==> src/rtl/div_unit_if.sv <==
// Divider request/response bundle between the EX stage and div_unit.
//
// Handshake: the master raises start together with signed_div/opdata1/
// opdata2 and keeps start high until it observes ready=1. Operands only
// need to be valid on the edge that accepts start. result is valid only
// while ready=1 and reads 0 otherwise. The master drops start to release
// the result. annul aborts a division in flight.
//
// Signals:
//   signed_div  1 = signed (DIV), 0 = unsigned (DIVU)
//   opdata1     dividend
//   opdata2     divisor
//   start       request, held until ready is seen
//   annul       pipeline flush, aborts an in-flight division
//   result      {remainder, quotient}
//   ready       result valid
interface div_unit_if;
    logic        signed_div;
    logic [31:0] opdata1;
    logic [31:0] opdata2;
    logic        start;
    logic        annul;
    logic [63:0] result;
    logic        ready;

    modport master (
        output signed_div, opdata1, opdata2, start, annul,
        input  result, ready
    );

    modport slave (
        input  signed_div, opdata1, opdata2, start, annul,
        output result, ready
    );
endinterface

==> src/rtl/div_unit.sv <==
// Iterative 32-bit restoring divider for DIV/DIVU. One quotient bit is
// produced per cycle, MSB first, on operand magnitudes. A final fix-up
// cycle applies the signs. A zero divisor short-circuits to result 0.
//
// Ports:
//   clk        rising-edge clock
//   rst        synchronous active-high reset
//   bus        div_unit_if.slave (operands, start/annul, result/ready)
//   fsm_state  current FSM state (FREE=0, BYZERO=1, ON=2, END=3)
module div_unit (
    input  logic       clk,
    input  logic       rst,
    div_unit_if.slave  bus,
    output logic [1:0] fsm_state
);

    typedef enum logic [1:0] {
        FREE   = 2'd0,
        BYZERO = 2'd1,
        ON     = 2'd2,
        END    = 2'd3
    } state_t;

    state_t      state, state_n;
    logic [5:0]  cnt, cnt_n;
    // [64:33] partial remainder, [32:1] dividend bits still to consume,
    // quotient bits shift in at [0]. After 32 steps the quotient is in
    // [31:0] and the remainder is in [64:33].
    logic [64:0] work, work_n;
    logic [31:0] divisor, divisor_n;
    logic        sdiv, sdiv_n;
    logic        sign1, sign1_n;
    logic        sign2, sign2_n;
    logic [63:0] result_q, result_n;
    logic        ready_q, ready_n;

    logic [31:0] mag1, mag2;
    logic [32:0] trial;
    logic [31:0] quot_fix, rem_fix;

    // Magnitudes are only taken in signed mode. Unsigned operands pass through.
    assign mag1 = (bus.signed_div && bus.opdata1[31]) ? (~bus.opdata1 + 32'd1) : bus.opdata1;
    assign mag2 = (bus.signed_div && bus.opdata2[31]) ? (~bus.opdata2 + 32'd1) : bus.opdata2;

    // Bit 32 of trial set means the subtraction went negative.
    assign trial = {1'b0, work[63:32]} - {1'b0, divisor};

    // The quotient is negative when the signs differ. The remainder takes
    // the sign of the dividend.
    assign quot_fix = (sdiv && (sign1 ^ sign2)) ? (~work[31:0] + 32'd1) : work[31:0];
    assign rem_fix  = (sdiv && sign1) ? (~work[64:33] + 32'd1) : work[64:33];

    always_comb begin
        state_n   = state;
        cnt_n     = cnt;
        work_n    = work;
        divisor_n = divisor;
        sdiv_n    = sdiv;
        sign1_n   = sign1;
        sign2_n   = sign2;
        result_n  = result_q;
        ready_n   = ready_q;

        case (state)
            FREE: begin
                if (bus.start && !bus.annul) begin
                    if (bus.opdata2 == 32'd0) begin
                        state_n = BYZERO;
                    end else begin
                        state_n   = ON;
                        sdiv_n    = bus.signed_div;
                        sign1_n   = bus.opdata1[31];
                        sign2_n   = bus.opdata2[31];
                        work_n    = {32'd0, mag1, 1'b0};
                        divisor_n = mag2;
                        cnt_n     = 6'd0;
                    end
                end
            end
            BYZERO: begin
                if (bus.annul) begin
                    state_n = FREE;
                end else begin
                    state_n  = END;
                    result_n = 64'd0;
                    ready_n  = 1'b1;
                end
            end
            ON: begin
                if (bus.annul) begin
                    state_n = FREE;
                end else if (cnt == 6'd32) begin
                    state_n  = END;
                    result_n = {rem_fix, quot_fix};
                    ready_n  = 1'b1;
                end else begin
                    if (trial[32]) begin
                        work_n = {work[63:0], 1'b0};
                    end else begin
                        work_n = {trial[31:0], work[31:0], 1'b1};
                    end
                    cnt_n = cnt + 6'd1;
                end
            end
            END: begin
                // annul is ignored here; only dropping start releases the result.
                if (!bus.start) begin
                    state_n  = FREE;
                    result_n = 64'd0;
                    ready_n  = 1'b0;
                end
            end
            default: state_n = FREE;
        endcase
    end

    always_ff @(posedge clk) begin
        if (rst) begin
            state    <= FREE;
            cnt      <= 6'd0;
            work     <= 65'd0;
            divisor  <= 32'd0;
            sdiv     <= 1'b0;
            sign1    <= 1'b0;
            sign2    <= 1'b0;
            result_q <= 64'd0;
            ready_q  <= 1'b0;
        end else begin
            state    <= state_n;
            cnt      <= cnt_n;
            work     <= work_n;
            divisor  <= divisor_n;
            sdiv     <= sdiv_n;
            sign1    <= sign1_n;
            sign2    <= sign2_n;
            result_q <= result_n;
            ready_q  <= ready_n;
        end
    end

    assign bus.result = result_q;
    assign bus.ready  = ready_q;
    assign fsm_state  = state;

endmodule

==> src/flat_wrapper.sv <==
// flat-port wrapper written by rule: the top's interface ports become plain ports
module div_unit_flat 
  (clk, rst, fsm_state, bus_signed_div, bus_opdata1, bus_opdata2, bus_start, bus_annul, bus_result, bus_ready);
  div_unit_if bus_i ();
  input  logic clk;
  input  logic rst;
  output logic [1:0] fsm_state;
  input wire logic [$bits(bus_i.signed_div)-1:0] bus_signed_div;
  input wire logic [$bits(bus_i.opdata1)-1:0] bus_opdata1;
  input wire logic [$bits(bus_i.opdata2)-1:0] bus_opdata2;
  input wire logic [$bits(bus_i.start)-1:0] bus_start;
  input wire logic [$bits(bus_i.annul)-1:0] bus_annul;
  output wire logic [$bits(bus_i.result)-1:0] bus_result;
  output wire logic [$bits(bus_i.ready)-1:0] bus_ready;
  assign bus_i.signed_div = bus_signed_div;
  assign bus_i.opdata1 = bus_opdata1;
  assign bus_i.opdata2 = bus_opdata2;
  assign bus_i.start = bus_start;
  assign bus_i.annul = bus_annul;
  assign bus_result = bus_i.result;
  assign bus_ready = bus_i.ready;
  div_unit u_core (.clk(clk), .rst(rst), .bus(bus_i), .fsm_state(fsm_state));
endmodule
==> config.mk <==
export PLATFORM = sky130hd
export DESIGN_NAME = div_unit_flat
export DESIGN_NICKNAME = d
export VERILOG_FILES = /design/src/rtl/div_unit_if.sv /design/src/rtl/div_unit.sv /design/src/flat_wrapper.sv
export SDC_FILE = /design/constraint.sdc
export NUM_CORES = 1
export LEC_CHECK = 0
export CAP_MARGIN = 20
export CORE_MARGIN = 5
export CORE_UTILIZATION = 40
export DETAILED_ROUTE_END_ITERATION = 8
export REMOVE_ABC_BUFFERS = 1
export SLEW_MARGIN = 10
export SYNTH_ARGS = -nofsm -noshare
export SYNTH_HDL_FRONTEND = slang
export SYNTH_SLANG_ARGS = --single-unit
==> constraint.sdc <==
create_clock -name clk -period 2.9 [get_ports clk]
set_input_delay 0.435 -clock clk [delete_from_list [all_inputs] [get_ports clk]]
set_output_delay 0.435 -clock clk [all_outputs]
set_load 0.01 [all_outputs]
==> results of run 1 <==
per-stage QoR:
| stage | util [%] | hold slack, ns |
|---|---|---|
| floorplan | - | 0.440 |
| global placement | 51.4 | 0.450 |
| detailed placement | 51.5 | 0.453 |
| CTS | 53.9 | 0.392 |
| global route | 54.7 | 0.418 |
| finish | 54.7 | 0.402 |
path summary, 6_finish.rpt:
path	start	endpoint	cells after the start
worst max register to register	u_core.work[32]$_SDFFE_PP0P_	u_core.work[43]$_SDFFE_PP0P_	13
worst max-delay path	u_core.work[32]$_SDFFE_PP0P_	u_core.work[43]$_SDFFE_PP0P_	13
worst min-delay path	rst	u_core.work[30]$_SDFFE_PP0P_	2
worst min register to register	u_core.bus.result[32]$_SDFFE_PP0P_	u_core.bus.result[32]$_SDFFE_PP0P_	2
cells in the final DEF (no fill, tap or decap), types with 9 or more instances in the layout:
cell	Yosys	layout
nand2_1	170	165
dfxtp_1	173	171
a22oi_1	33	33
ha_1	43	42
xor2_1	76	76
a22o_1	29	29
xnor2_1	70	70
buf_4	2	180
nand3_1	24	22
a31oi_1	13	12
nor2_1	160	153
nor4_1	18	16
mux2i_1	20	20
o211ai_1	14	14
nor3_1	25	24
o21ai_1	2	25
o31ai_1	18	16
o21ai_0	89	63
a21oi_1	118	114
or3_1	13	13
a21o_1	17	17
a211oi_1	33	33
and2_1	8	9
clkdlybuf4s50_1	0	131
clkbuf_16	0	18
inv_1	63	62
critical path, stage by stage (launching register included):
cell	delay [ns]
dfxtp_2	0.34
inv_2	0.05
ha_4	0.15
fa_2	0.35
nand2b_4	0.17
a21oi_4	0.20
o21ai_4	0.09
a2111oi_4	0.34
nor2_2	0.11
o41ai_4	0.36
buf_6	0.21
buf_12	0.13
nand2_4	0.04
a32o_1	0.26
kinds of logic after synthesis:
family | count (synthesis)
AND/OR/NAND/NOR | 467
AO/OA/AOI/OAI | 408
flip-flops | 173
XOR/XNOR | 146
buffers and inverters | 143
adder cells (fa/ha/maj) | 44
multiplexers | 20
sequential cells by signal (all words and copies together), names as in the netlist:
signal             count
u_core.bus.ready       1
u_core.sign1           1
u_core.fsm_state       2
u_core.work           65
u_core.bus.result     64
u_core.divisor        32
u_core.cnt             6
u_core.sign2           1
u_core.sdiv            1
per-layer routing:
metal  global-route usage, %  vias up
li1                        -     5500
met1                    28.9     5022
met2                    32.9      259
met3                    3.74       44
met4                    5.84        0
met5                       0        -
report_power, final:
part           total [µW]  internal [µW]  switching (µW)
clock                2270           1140            1120
combinational        4930           2160            2780
sequential           2910           2630             272
total               10100           5940            4170
layout make-up:
type	count	area, µm²
tap	341	427
clock buffer	17	425
clock inverter	15	145
sequential	173	3470
fill	2558	12100
timing repair buffer	329	2940
multi-input combinational	1085	6970
inverter	64	240
timing repair:
action	in CTS	in global routing
pin swaps	6	17
setup endpoints to repair	33	47
setup buffers	3	1
gates resized for setup	9	72
gates cloned	0	1
==> flow_summary.yaml, run 1 <==
synthesis:
  netlist-cell-type-count: 60
  synth-compound-area-share_pct: 24.3
  synth_fa_ha_area_share_pct: 5.19
  synth_area_um2: 10800
  avgSynthCellArea_um2: 7.68
  synth_xor_area_share_pct: 11.9
  ys_top_cells_by_area: "dfxtp_1 (32%), xor2_1 (6.2%), nand2_1 (5.9%)"
  synth_top_area_cell: "dfxtp_1"
  synthMuxAreaShare_pct: 1.86
  synth-edff-count: 0
  synthTopCellsByCount: "dfxtp_1 (173), nand2_1 (170), nor2_1 (160)"
  async_reset_ff_share_pct: 0
  synth_top_family_by_area: "compound AO/OA/AOI/OAI gates"
  synth-seq-cells: 173
  synth_top_cell_area_share_pct: 32.2
  synth.most_common_cell: "dfxtp_1"
  synth_cells: 1401
  yosys_most_used_dff: "dfxtp_1"
  ys_seq_area_share_pct: 32.2
  synth_warnings: 0
  yosys.area_share.simple_pct: 19.4
clock_tree:
  cts_tree: "yes"
  clock_latency_ns: 0.44
  cts_buffer_depth: 2
  htreeDepth: 4
  cts_root_buffer: "clkbuf_16"
  clock-sinks: 173
  path_clk_slew_ns: 0.07
  numCtsBuffers: 17
  postCtsHoldBufs: 0
global_routing:
  grt_pass1_vias: 10200
  grt_pass1_wl_um: 52100
  antenna_found_initial: 0
  overflow: 0
  grt_use_total_pct: 20.7
  grt_max_degree: 54
routing:
  dr_wl_met3_um: 1500
  wirelength_um: 32500
  drt_iter0_drc: 584
  wl_met2_um: 14600
  vias: 10800
  detail_route.wl_per_cell_um: 16.1
  drtPass1Iterations: 5
  route.detailed.drc: 0
  top_layer: "met4"
  avgViaCountPerCell: 5.35
  met1Wirelength_um: 15700
  ant_nets: 0
final_layout:
  final_nets: 1783
  final_area_um2: 14600
  fin_cells: 2024
  area_growth_pct: 35.8
  drive_gt1_share_pct: 16.6
  antenna_cells: 0
floorplan:
  ioPinCount: 136
  initial_utilization_pct: 40.3
  core-area_um2: 26700
  die_area_um2: 30300
  rows: 60
  die_y_um: 174
  dieWidth_um: 174
timing:
  period_minus_slack_ns: 2.91
  tns_ns: -0.0129
  max_freq_mhz: 344
  setup_ws_ns: -0.00681
  worst_pin_slew_ns: 0.688
  fin_worst_skew_ns: 0.0196
  maxSlewHeadroom_pct: 54.0
  hold_violations: 0
  rsz0062_at_grt: "true"
  finalSetupViolations: 2
  post-route-period-util_pct: 100
  drv_slew: 0
placement:
  place_congestion: 0.908
  pre_cts_slack_ns: -0.538
  hpwl_um: 24900
  placed_cells: 1987
  placed_cell_area_um2: 13800
  portBuffers: 135
worst_setup_path:
  crit_type: "flip-flop to flip-flop"
  cp_data_arrival_time_ns: 3.23
  crit_path_start_kind: "flip-flop"
  ff2ff_setup_slack_ns: -0.007
  crit_required_ns: 3.22
  cp_max_fo: 7
  crit_path_end_kind: "flip-flop"
power_and_ir_drop:
  ir_worst_vdd_mv: 0.464
  p_leak_uw: 0.00593
  total_power_uw: 10100
  power-per-cell-area_nw_per_um2: 692
status:
  status: "finished with violations"
  violations: "setup timing"
flow_run:
  maxCapViolations: 0
worst_hold_path:
  hold_class: "primary input to flip-flop"
Note: power is estimated with default switching activity, not from simulation.
==> run 2, diff against run 1 <==
Settings changed: ABC_AREA from default to 1.
==> run 2 against run 1 <==
The run now ends clean; clock power grew 5%; global-route usage grew 4.2 points; utilization shrank 6.5 points; maximum frequency grew 12%; sequential share of layout area shrank 1.7 points; worst hold slack gained 0.059 ns; via count grew 36%; routed wire length grew 41%; critical path type unchanged; critical endpoint is now u_core.work[48]$_SDFFE_PP0P_; worst setup slack gained 0.31 ns; non-clock buffer count shrank 158.
==> flow_summary.yaml, run 2 <==
status:
  status: "completed"
timing:
  finalSetupViolations: 0
  hold_violations: 0
  rsz0062_at_grt: "false"
  post-route-period-util_pct: 89.5
  setup_ws_ns: 0.304
  fin_worst_skew_ns: 0.0132
  max_freq_mhz: 385
  drv_slew: 0
  period_minus_slack_ns: 2.60
  worst_pin_slew_ns: 0.787
  maxSlewHeadroom_pct: 47.5
clock_tree:
  clock-sinks: 173
  postCtsSetupBuffers: 0
  clock_latency_ns: 0.45
  numCtsBuffers: 17
  cts_root_buffer: "clkbuf_16"
  postCtsHoldBufs: 0
  path_clk_slew_ns: 0.07
  htreeDepth: 4
  cts_resized: 0
  cts_buffer_depth: 2
  cts_tree: "yes"
synthesis:
  avgSynthCellArea_um2: 5.73
  synthTopCellsByCount: "nand2_1 (756), inv_1 (316), nand3_1 (255)"
  synth_top_area_cell: "dfxtp_1"
  synth.most_common_cell: "nand2_1"
  synth_top_cell_area_share_pct: 26.2
  synth-seq-cells: 173
  ys_seq_area_share_pct: 26.2
  synth_cells: 2312
  yosys_most_used_dff: "dfxtp_1"
  synth-edff-count: 0
  async_reset_ff_share_pct: 0
  ys_top_cells_by_area: "dfxtp_1 (26%), nand2_1 (21%), nand3_1 (9.6%)"
  netlist-cell-type-count: 43
  synth_area_um2: 13200
  synth_warnings: 0
floorplan:
  ioPinCount: 136
  rows: 66
  core-area_um2: 32600
  die_y_um: 192
  dieWidth_um: 192
  die_area_um2: 36800
  initial_utilization_pct: 40.6
placement:
  portBuffers: 135
  pre_cts_slack_ns: 0.172
  place_congestion: 0.924
  hpwl_um: 35600
routing:
  ant_nets: 0
  vias: 14700
  wirelength_um: 45700
  drt_iter0_drc: 985
  drtPass1Iterations: 6
  route.detailed.drc: 0
  avgViaCountPerCell: 5.10
  detail_route.wl_per_cell_um: 15.9
final_layout:
  final_cell_mix: "nand2_1 (756), inv_1 (316), nand3_1 (255)"
  multi_input_area_um2: 8200
  final.fill_count: 3524
  area_growth_pct: 18.8
  regArea_um2: 3460
  largest_reg_flops: 65
  final_nets: 2535
  antenna_cells: 0
  drive_gt1_share_pct: 4.35
  final_common_cell: "nand2_1"
  largest_register: "u_core.work"
worst_setup_path:
  cp_data_arrival_time_ns: 2.91
  cp-startpoint: "u_core.work[33]$_SDFFE_PP0P_"
  r2r_start: "u_core.work[33]$_SDFFE_PP0P_"
  cp_max_fo: 40
  crit_required_ns: 3.21
  crit_path_end_kind: "flip-flop"
  crit_type: "flip-flop to flip-flop"
  crit_path_start_kind: "flip-flop"
global_routing:
  antenna_found_initial: 0
  grt_use_total_pct: 24.9
  grt_max_degree: 138
  overflow: 0
  grt_pass1_vias: 14000
  grt_pass1_wl_um: 73700
power_and_ir_drop:
  power-per-cell-area_nw_per_um2: 748
  total_power_uw: 11800
  ir_worst_vdd_mv: 0.531
  p_leak_uw: 0.00735
worst_hold_path:
  hold_class: "flip-flop to flip-flop"
  hold_start: "u_core.bus.result[58]$_SDFFE_PP0P_"
flow_run:
  maxCapViolations: 0
run 2: changes by cell type after synthesis, sizes merged, moves of 32 or more:
cell    previous run  this run
a211oi            33         1
a21oi            119       202
a22oi             33         0
inv               64       323
nand2            171       762
nand3             24       256
nand4              8        40
nor2             160       233
xnor2             70        16
xor2              76        34
run 2: worst paths after layout:
path | endpoint | slack (ns) | cells after the start
hold / removal | u_core.bus.result[58]$_SDFFE_PP0P_ | 0.46 | 2
setup reg to reg | u_core.work[48]$_SDFFE_PP0P_ | 0.30 | 15
setup / recovery | u_core.work[48]$_SDFFE_PP0P_ | 0.30 | 15
hold reg to reg | u_core.bus.result[58]$_SDFFE_PP0P_ | 0.46 | 2
run 2: final cells by class:
type                       count  share of cell area, %
tap                          442                   3.52
clock buffer                  20                   2.90
multi-input combinational   1736                   52.1
sequential                   173                   22.0
timing repair buffer         171                   10.9
clock inverter                12                  0.859
inverter                     323                   7.71
run 2: routing by layer:
metal	GRT usage, %	wire length [µm]	part of all wire, %
met1	31.0	19800	43
met2	45.4	23100	51
met3	3.22	1660	3.6
met4	6.55	1090	2.4
met5	0	0	0
run 2: cells by family after synthesis:
kind of cell / Yosys count / synth area share (%)
DFF: 173 / 26.2
and+or+nand+nor: 1329 / 42.2
xor gates and xnor gates: 50 / 3.31
adders and majority gates: 44 / 4.22
AOI/OAI and AO/OA: 313 / 12.2
buffers and inverters: 403 / 11.9
run 2: critical path, stage by stage, from the launching register on:
cell and delay [ns]:
dfxtp_1 0.42, inv_1 0.16, fa_1 0.45, inv_1 0.13, nand2_1 0.10, nand2_1 0.07
nand3b_1 0.08, nand2_1 0.12, nand2_1 0.08, nand2_1 0.11, nand2_2 0.07, nand2_2 0.08
buf_12 0.21, nand3_1 0.18, nand3_1 0.13, a21oi_1 0.06
run 2: where the power goes:
part	leakage [µW]	internal, µW	switching (µW)
logic	0.00567	1970	4360
clock network	0.000279	1320	1070
registers	0.00140	2710	326
run 2: stage by stage:
stage / instances / hold slack, ns / util, % / setup TNS, ns / instance area (µm²)
after floorplan: 2232 / 0.432 / - / -7.63 / 12900
after global placement: 2845 / 0.451 / 46.4 / 0 / 15100
after detailed placement: 2845 / 0.454 / 46.4 / 0 / 15100
after CTS: 2877 / 0.465 / 48.2 / 0 / 15700
after global routing: 2877 / 0.481 / 48.2 / 0 / 15700
final: 2877 / 0.461 / 48.2 / 0 / 15700
